### src/rtl/ks_wide_add_ctrl.sv
// ---------------------------------------------------------------------------
// ks_wide_add_ctrl
//
// Sequences a wide (BW*WORDS bit) addition through one shared BW-bit
// Kogge-Stone adder, one slice per pass, least significant slice first.
// The carry out of each slice is registered and fed back as the carry in of
// the next slice, so the adder never sees a carry that has not been captured.
//
// Parameters
//   BW      : adder slice width in bits
//   WORDS   : number of slices per operand
//   ADD_LAT : cycles from operands presented to adder result valid
//             (0 = combinational adder)
//
// Ports
//   clk      : sole clock, rising edge
//   resetn   : synchronous active-low reset
//   start    : request a wide add (accepted only while busy is low)
//   op_a     : operand A, BW*WORDS bits
//   op_b     : operand B, BW*WORDS bits
//   cin      : carry into the least significant slice
//   busy     : high while an add is in progress
//   done     : one-cycle pulse, result and cout valid
//   result   : wide sum, held until the next accepted start
//   cout     : carry out of the most significant slice
//   add_a    : slice operand A driven to the shared adder
//   add_b    : slice operand B driven to the shared adder
//   add_cin  : slice carry-in driven to the shared adder
//   add_sum  : slice sum returned by the adder
//   add_cout : slice carry-out returned by the adder
// ---------------------------------------------------------------------------
module ks_wide_add_ctrl #(
  parameter int BW      = 32,
  parameter int WORDS   = 4,
  parameter int ADD_LAT = 1
) (
  input  logic                clk,
  input  logic                resetn,
  input  logic                start,
  input  logic [BW*WORDS-1:0] op_a,
  input  logic [BW*WORDS-1:0] op_b,
  input  logic                cin,
  output logic                busy,
  output logic                done,
  output logic [BW*WORDS-1:0] result,
  output logic                cout,
  output logic [BW-1:0]       add_a,
  output logic [BW-1:0]       add_b,
  output logic                add_cin,
  input  logic [BW-1:0]       add_sum,
  input  logic                add_cout
);

  localparam int W     = BW * WORDS;
  localparam int IDX_W = (WORDS > 1) ? $clog2(WORDS) : 1;
  localparam int LAT_W = (ADD_LAT > 0) ? $clog2(ADD_LAT + 1) : 1;

  localparam logic [IDX_W-1:0] LAST_IDX = IDX_W'(WORDS - 1);
  localparam logic [LAT_W-1:0] LAT_MAX  = LAT_W'(ADD_LAT);

  typedef enum logic [1:0] {
    IDLE,
    ISSUE,
    WAIT,
    DONE
  } state_t;

  state_t           state;
  logic [W-1:0]     a_q;
  logic [W-1:0]     b_q;
  logic [IDX_W-1:0] idx;
  logic [LAT_W-1:0] lat_cnt;
  logic             carry_q;

  logic [IDX_W-1:0] idx_next;
  logic [BW-1:0]    next_a;
  logic [BW-1:0]    next_b;
  logic             capture;

  // The carry register is the adder's carry-in: it holds the latched cin
  // for slice 0 and the captured carry of slice i-1 afterwards, and is
  // cleared whenever the adder is not in use.
  assign add_cin = carry_q;

  // idx_next wraps on the last slice, but it is only consumed when another
  // slice follows.
  assign idx_next = idx + 1'b1;

  // The adder result is taken on the edge ending ISSUE for a combinational
  // adder, otherwise on the edge ending the last WAIT cycle.
  assign capture = ((state == ISSUE) && (ADD_LAT == 0)) ||
                   ((state == WAIT) && (lat_cnt == LAT_MAX));

  // Operand slices for the next pass, taken from the latched operands so
  // that the live op_* inputs cannot disturb an add in progress.
  always_comb begin
    next_a = '0;
    next_b = '0;
    for (int w = 0; w < WORDS; w++) begin
      if (idx_next == IDX_W'(w)) begin
        next_a = a_q[w*BW +: BW];
        next_b = b_q[w*BW +: BW];
      end
    end
  end

  // Control FSM. Adder operands are registered and loaded one edge ahead
  // of each ISSUE cycle, so they stay stable until the capture edge.
  always_ff @(posedge clk) begin
    if (!resetn) begin
      state   <= IDLE;
      busy    <= 1'b0;
      done    <= 1'b0;
      result  <= '0;
      cout    <= 1'b0;
      add_a   <= '0;
      add_b   <= '0;
      carry_q <= 1'b0;
      idx     <= '0;
      lat_cnt <= '0;
      a_q     <= '0;
      b_q     <= '0;
    end else begin
      done <= 1'b0;
      case (state)
        IDLE, DONE: begin
          if (start) begin
            a_q     <= op_a;
            b_q     <= op_b;
            idx     <= '0;
            lat_cnt <= '0;
            add_a   <= op_a[BW-1:0];
            add_b   <= op_b[BW-1:0];
            carry_q <= cin;
            // Clear so a new sum is never mixed with slices of the old one.
            result  <= '0;
            cout    <= 1'b0;
            busy    <= 1'b1;
            state   <= ISSUE;
          end else begin
            add_a   <= '0;
            add_b   <= '0;
            carry_q <= 1'b0;
            busy    <= 1'b0;
            state   <= IDLE;
          end
        end

        ISSUE, WAIT: begin
          if (capture) begin
            for (int w = 0; w < WORDS; w++) begin
              if (idx == IDX_W'(w)) begin
                result[w*BW +: BW] <= add_sum;
              end
            end
            lat_cnt <= '0;
            if (idx == LAST_IDX) begin
              cout    <= add_cout;
              done    <= 1'b1;
              busy    <= 1'b0;
              add_a   <= '0;
              add_b   <= '0;
              carry_q <= 1'b0;
              state   <= DONE;
            end else begin
              idx     <= idx_next;
              add_a   <= next_a;
              add_b   <= next_b;
              carry_q <= add_cout;
              state   <= ISSUE;
            end
          end else if (state == ISSUE) begin
            // Counter runs 1..ADD_LAT across the WAIT cycles.
            lat_cnt <= LAT_W'(1);
            state   <= WAIT;
          end else begin
            lat_cnt <= lat_cnt + 1'b1;
          end
        end

        default: begin
          busy  <= 1'b0;
          state <= IDLE;
        end
      endcase
    end
  end

endmodule

### config.mk
export PLATFORM = sky130hd
export DESIGN_NAME = ks_wide_add_ctrl
export DESIGN_NICKNAME = d
export VERILOG_FILES = /design/src/rtl/ks_wide_add_ctrl.sv
export SDC_FILE = /design/constraint.sdc
export NUM_CORES = 1
export LEC_CHECK = 0
export BUFFER_PORTS_ARGS = -buffer_cell sky130_fd_sc_hd__buf_2
export CAP_MARGIN = 20
export CORE_ASPECT_RATIO = 0.8
export CORE_MARGIN = 2
export CORE_UTILIZATION = 33
export CTS_BUF_LIST = sky130_fd_sc_hd__clkbuf_2 sky130_fd_sc_hd__clkbuf_4 sky130_fd_sc_hd__clkbuf_8
export CTS_CLUSTER_SIZE = 30
export DETAILED_ROUTE_END_ITERATION = 10
export HOLD_SLACK_MARGIN = 0.06
export SLEW_MARGIN = 20
export SYNTH_ARGS = -nofsm -noshare
export SYNTH_HDL_FRONTEND = slang
export SYNTH_SLANG_ARGS = --single-unit
### constraint.sdc
create_clock -name clk -period 1.6 [get_ports clk]
set_input_delay 0.16 -clock clk [delete_from_list [all_inputs] [get_ports clk]]
set_output_delay 0.16 -clock clk [all_outputs]
set_load 0.005 [all_outputs]
==> impl_results.rst <==
.. list-table::
   :header-rows: 1

   * - Metric
     - Value
   * - Worst min path class
     - primary input to register
   * - Flip-flop and latch count after synthesis
     - 457
   * - RSZ-0062 raised after global routing
     - yes
   * - Area of the multi-input gates
     - 9650 µm²
   * - Max IR drop VDD
     - 0.704 mV
   * - Run status
     - finished with violations
   * - Average routed wire per standard cell
     - 19.2 µm
   * - Clock transition at the registers of the reported paths
     - 0.06 ns
   * - GR Util All Layers
     - 23.1%
   * - Detailed-route via count
     - 20100
   * - Clock Sinks
     - 457
   * - Violated checks
     - setup timing
   * - Final Cycle Share
     - 110%
   * - Cell breakdown of the critical path
     - inv_2 -> ha_4 -> and3b_2 -> buf_6 -> and2_4 -> clkbuf_16 -> nand2_2 -> a21boi_1
   * - Final core utilization
     - 52.2%
   * - Startpoint class of the critical path
     - register
   * - Switching power summed over all nets
     - 8370 µW
   * - Effective utilization at floorplan
     - 33.4%
   * - Largest fanout on the critical path
     - 6
   * - Weighted congestion at the end of routability-driven global placement
     - 0.881
   * - Total clock buffers created by CTS
     - 79
   * - Fraction of final layout cells with drive strength greater than 1
     - 31.3%
   * - Antenna violations before repair
     - 4
   * - Share of synthesized area occupied by flip-flops and latches
     - 48.3%
   * - Worst Max-Slew Pin Slew
     - 0.427 ns
   * - Setup slack after layout
     - -0.164 ns
   * - Overall die height
     - 218 µm
   * - Post-Synthesis Cells
     - 2229
   * - Floorplan die width
     - 272 µm
   * - Areal power density over the cells
     - 1010 nW/µm²
   * - Internal power summed over all cells
     - 21400 µW
   * - Wire length of the first global-routing pass
     - 109000 µm
   * - Slowest-stage cell, CP
     - sky130_fd_sc_hd__dfxtp_2
   * - Final layout net count
     - 3366
   * - Total number of yosys warnings
     - 0
   * - Vias in the first global route
     - 19700
   * - CP bufs+invs
     - 3
   * - Final number of hold-violating endpoints
     - 0
   * - Most used cells in the layout excluding fill and tap cells
     - sky130_fd_sc_hd__nand2_1, sky130_fd_sc_hd__buf_2, sky130_fd_sc_hd__dfxtp_1, sky130_fd_sc_hd__dlygate4sd3_1, sky130_fd_sc_hd__a21boi_0
   * - Peak per-stage delay on the critical path
     - 0.33 ns
   * - Drc violations
     - 0
   * - Number of filler cells placed in the layout
     - 5087
   * - Final Hold Slack
     - 0.285 ns
   * - Min cycle time layout
     - 1.76 ns
   * - Total area of sequential cells
     - 9160 µm²
   * - Routed vias/inst
     - 5.16
   * - Htree depth
     - 3
   * - Data arrival time at the worst-slack endpoint
     - 2.34 ns
   * - Largest net degree at the start of global routing
     - 53
   * - Antenna Nets Post-Route
     - 0
   * - TritonRoute pass-1 iters
     - 7
   * - Clk pwr share
     - 39.1%
   * - Final-report setup violation count
     - 328
   * - Mapped cell area
     - 18900 µm²
   * - Post-synthesis net count
     - 2530
   * - Worst Clk Skew
     - 0.0338 ns
   * - Area growth from synthesis to final layout
     - 56.3%
   * - Startpoint-to-endpoint class of the critical path
     - register to register
   * - Cell chosen for the clock root
     - sky130_fd_sc_hd__clkbuf_8
   * - Worst slew margin relative to its limit
     - 71.5%
   * - Number of library cell types mapped by synthesis
     - 31
   * - Standard-cell rows
     - 78
   * - Share of async-settable or async-resettable flops after synthesis
     - 0%
   * - Detailed Place HPWL
     - 46400 µm
   * - Number of placed I/O pins
     - 489
   * - Switching power as a share of total power
     - 28.1%
   * - Routed wire length
     - 74600 µm
   * - Number of buffers between clock root and the deepest sink
     - 3
   * - Required time of the worst setup path
     - 2.18 ns
   * - Standard cell core area
     - 56700 µm²
   * - Clock latency reported for the late side of the worst-skew pair
     - 0.66 ns
   * - Post-synthesis area per instance
     - 8.49 µm²
   * - Max_cap viols
     - 0
   * - Endpoint class of the critical path
     - register
   * - Seq pwr share
     - 42.6%
   * - Post-synth EDFFs
     - 0
   * - Leading cell type in the layout, fill and taps excluded
     - sky130_fd_sc_hd__nand2_1
   * - Static Leakage
     - 0.0121 µW
   * - Logic gate share of total power
     - 18.3%
   * - Number of max-slew violations in the final report
     - 0
   * - Port-buffer cells
     - 488
   * - Pre-CTS setup slack
     - -0.223 ns
   * - Die Area
     - 59300 µm²
   * - Drt initial violations
     - 1455
   * - TritonCTS clock tree
     - done
   * - Main synth FF type
     - sky130_fd_sc_hd__dfxtp_1
   * - Total grt overflow
     - 0
   * - Max frequency
     - 567 MHz
   * - Family of cells with the greatest summed delay on the critical path
     - simple AND/OR/NAND/NOR gates
[worst reg2reg max path, cell delays in order, from the launching register on]
cell and delay (ns):
sky130_fd_sc_hd__dfxtp_2 0.33, sky130_fd_sc_hd__inv_2 0.04, sky130_fd_sc_hd__ha_4 0.22, sky130_fd_sc_hd__and3b_2 0.27
sky130_fd_sc_hd__buf_6 0.13, sky130_fd_sc_hd__and2_4 0.28, sky130_fd_sc_hd__clkbuf_16 0.22, sky130_fd_sc_hd__nand2_2 0.05
sky130_fd_sc_hd__a21boi_1 0.13
[synth_stat cells (all sizes together), types with 2 or more instances]
library cell  number  area share [%]
ha                 8            0.53
and2               5            0.17
clkbuf           109             2.2
nor2b             34             1.1
nand3            131             3.5
inv                6            0.12
and3               2           0.066
nand2b            67             2.2
nor2               5           0.099
dfxtp            457              48
nand2            646              13
a31oi             64             2.1
a221o             65             3.4
buf              102             2.8
a21boi           387              15
a21oi              2           0.053
o2111ai           64             3.0
o21ai             66             1.7
[timing repair]
action,4_1_cts,5_1_grt
setup buffers,1,10
hold endpoints to repair,456,0
gates resized for setup,40,214
cloned,7,19
hold buffers,292,0
pin swaps,33,110
setup endpoints to repair,217,414
[routing by layer]
metal	vias up	part of all wire (%)	global-route usage, %
met5	-	0.017	0
met4	2	3.1	8.72
met3	172	6.5	4.68
met2	818	47	38.5
met1	9654	43	29.5
li1	9418	-	-
[state kept, by name (all words and copies together) (netlist names)]
| name | cells |
|---|---|
| a_q | 128 |
| b_q | 128 |
| result | 128 |
| add_a | 32 |
| add_b | 32 |
| idx | 2 |
| state | 2 |
| add_cin | 1 |
| busy | 1 |
| cout | 1 |
| done | 1 |
| lat_cnt | 1 |
[kinds of logic (layout without fill, tap and decap cells)]
group / Yosys count / after routing / share of synthesized area (%)
AND/OR/NAND/NOR: 895 / 895 / 20.2
AO/OA/AOI/OAI: 652 / 652 / 25.9
flip-flops: 457 / 457 / 48.3
buffers and inverters: 217 / 1112 / 5.06
adder cells (fa/ha/maj): 8 / 8 / 0.529
other: 0 / 7 / 0
[final cells by class]
class	instances	share of cell area, %
diodes	7	0.0592
well taps	760	3.21
clock inverters	20	0.618
inverters	6	0.0931
flip-flops and latches	457	31.0
multi-input cells	1555	32.6
repair buffers	966	27.2
clock buffers	120	5.22
[power groups by stage]
stage / Sequential (µW) / Clock, µW / Combinational, µW
6_report: 12700 / 11600 / 5430
5_1_grt: 12700 / 12300 / 5880
4_1_cts: 12600 / 11800 / 5060
3_5_place_dp: 12900 / 0 / 4470
3_3_place_gp: 12900 / 0 / 4400
2_1_floorplan: 12800 / 0 / 2220
[through the flow]
stage / total power [µW] / TNS (ns) / instance area, µm² / cells
after global placement: 17300 / -15.81 / 23300 / 3416
after global routing: 30900 / -47.02 / 29600 / 3887
after floorplan: 15000 / -1.09 / 19000 / 2229
after CTS: 29500 / -12.82 / 28300 / 3856
after detailed placement: 17300 / -21.98 / 23300 / 3416
final: 29700 / -19.81 / 29600 / 3891
[path summary, 6_finish.rpt]
check,slack [ns],depth (start not counted),startpoint,endpoint
hold / removal,0.29,4,op_a[102],a_q[102]
setup reg to reg,-0.16,8,state[0],result[58]
hold reg to reg,0.46,2,a_q[25],a_q[25]
setup / recovery,-0.16,8,state[0],result[58]
Note: power is estimated with default switching activity, not from simulation.
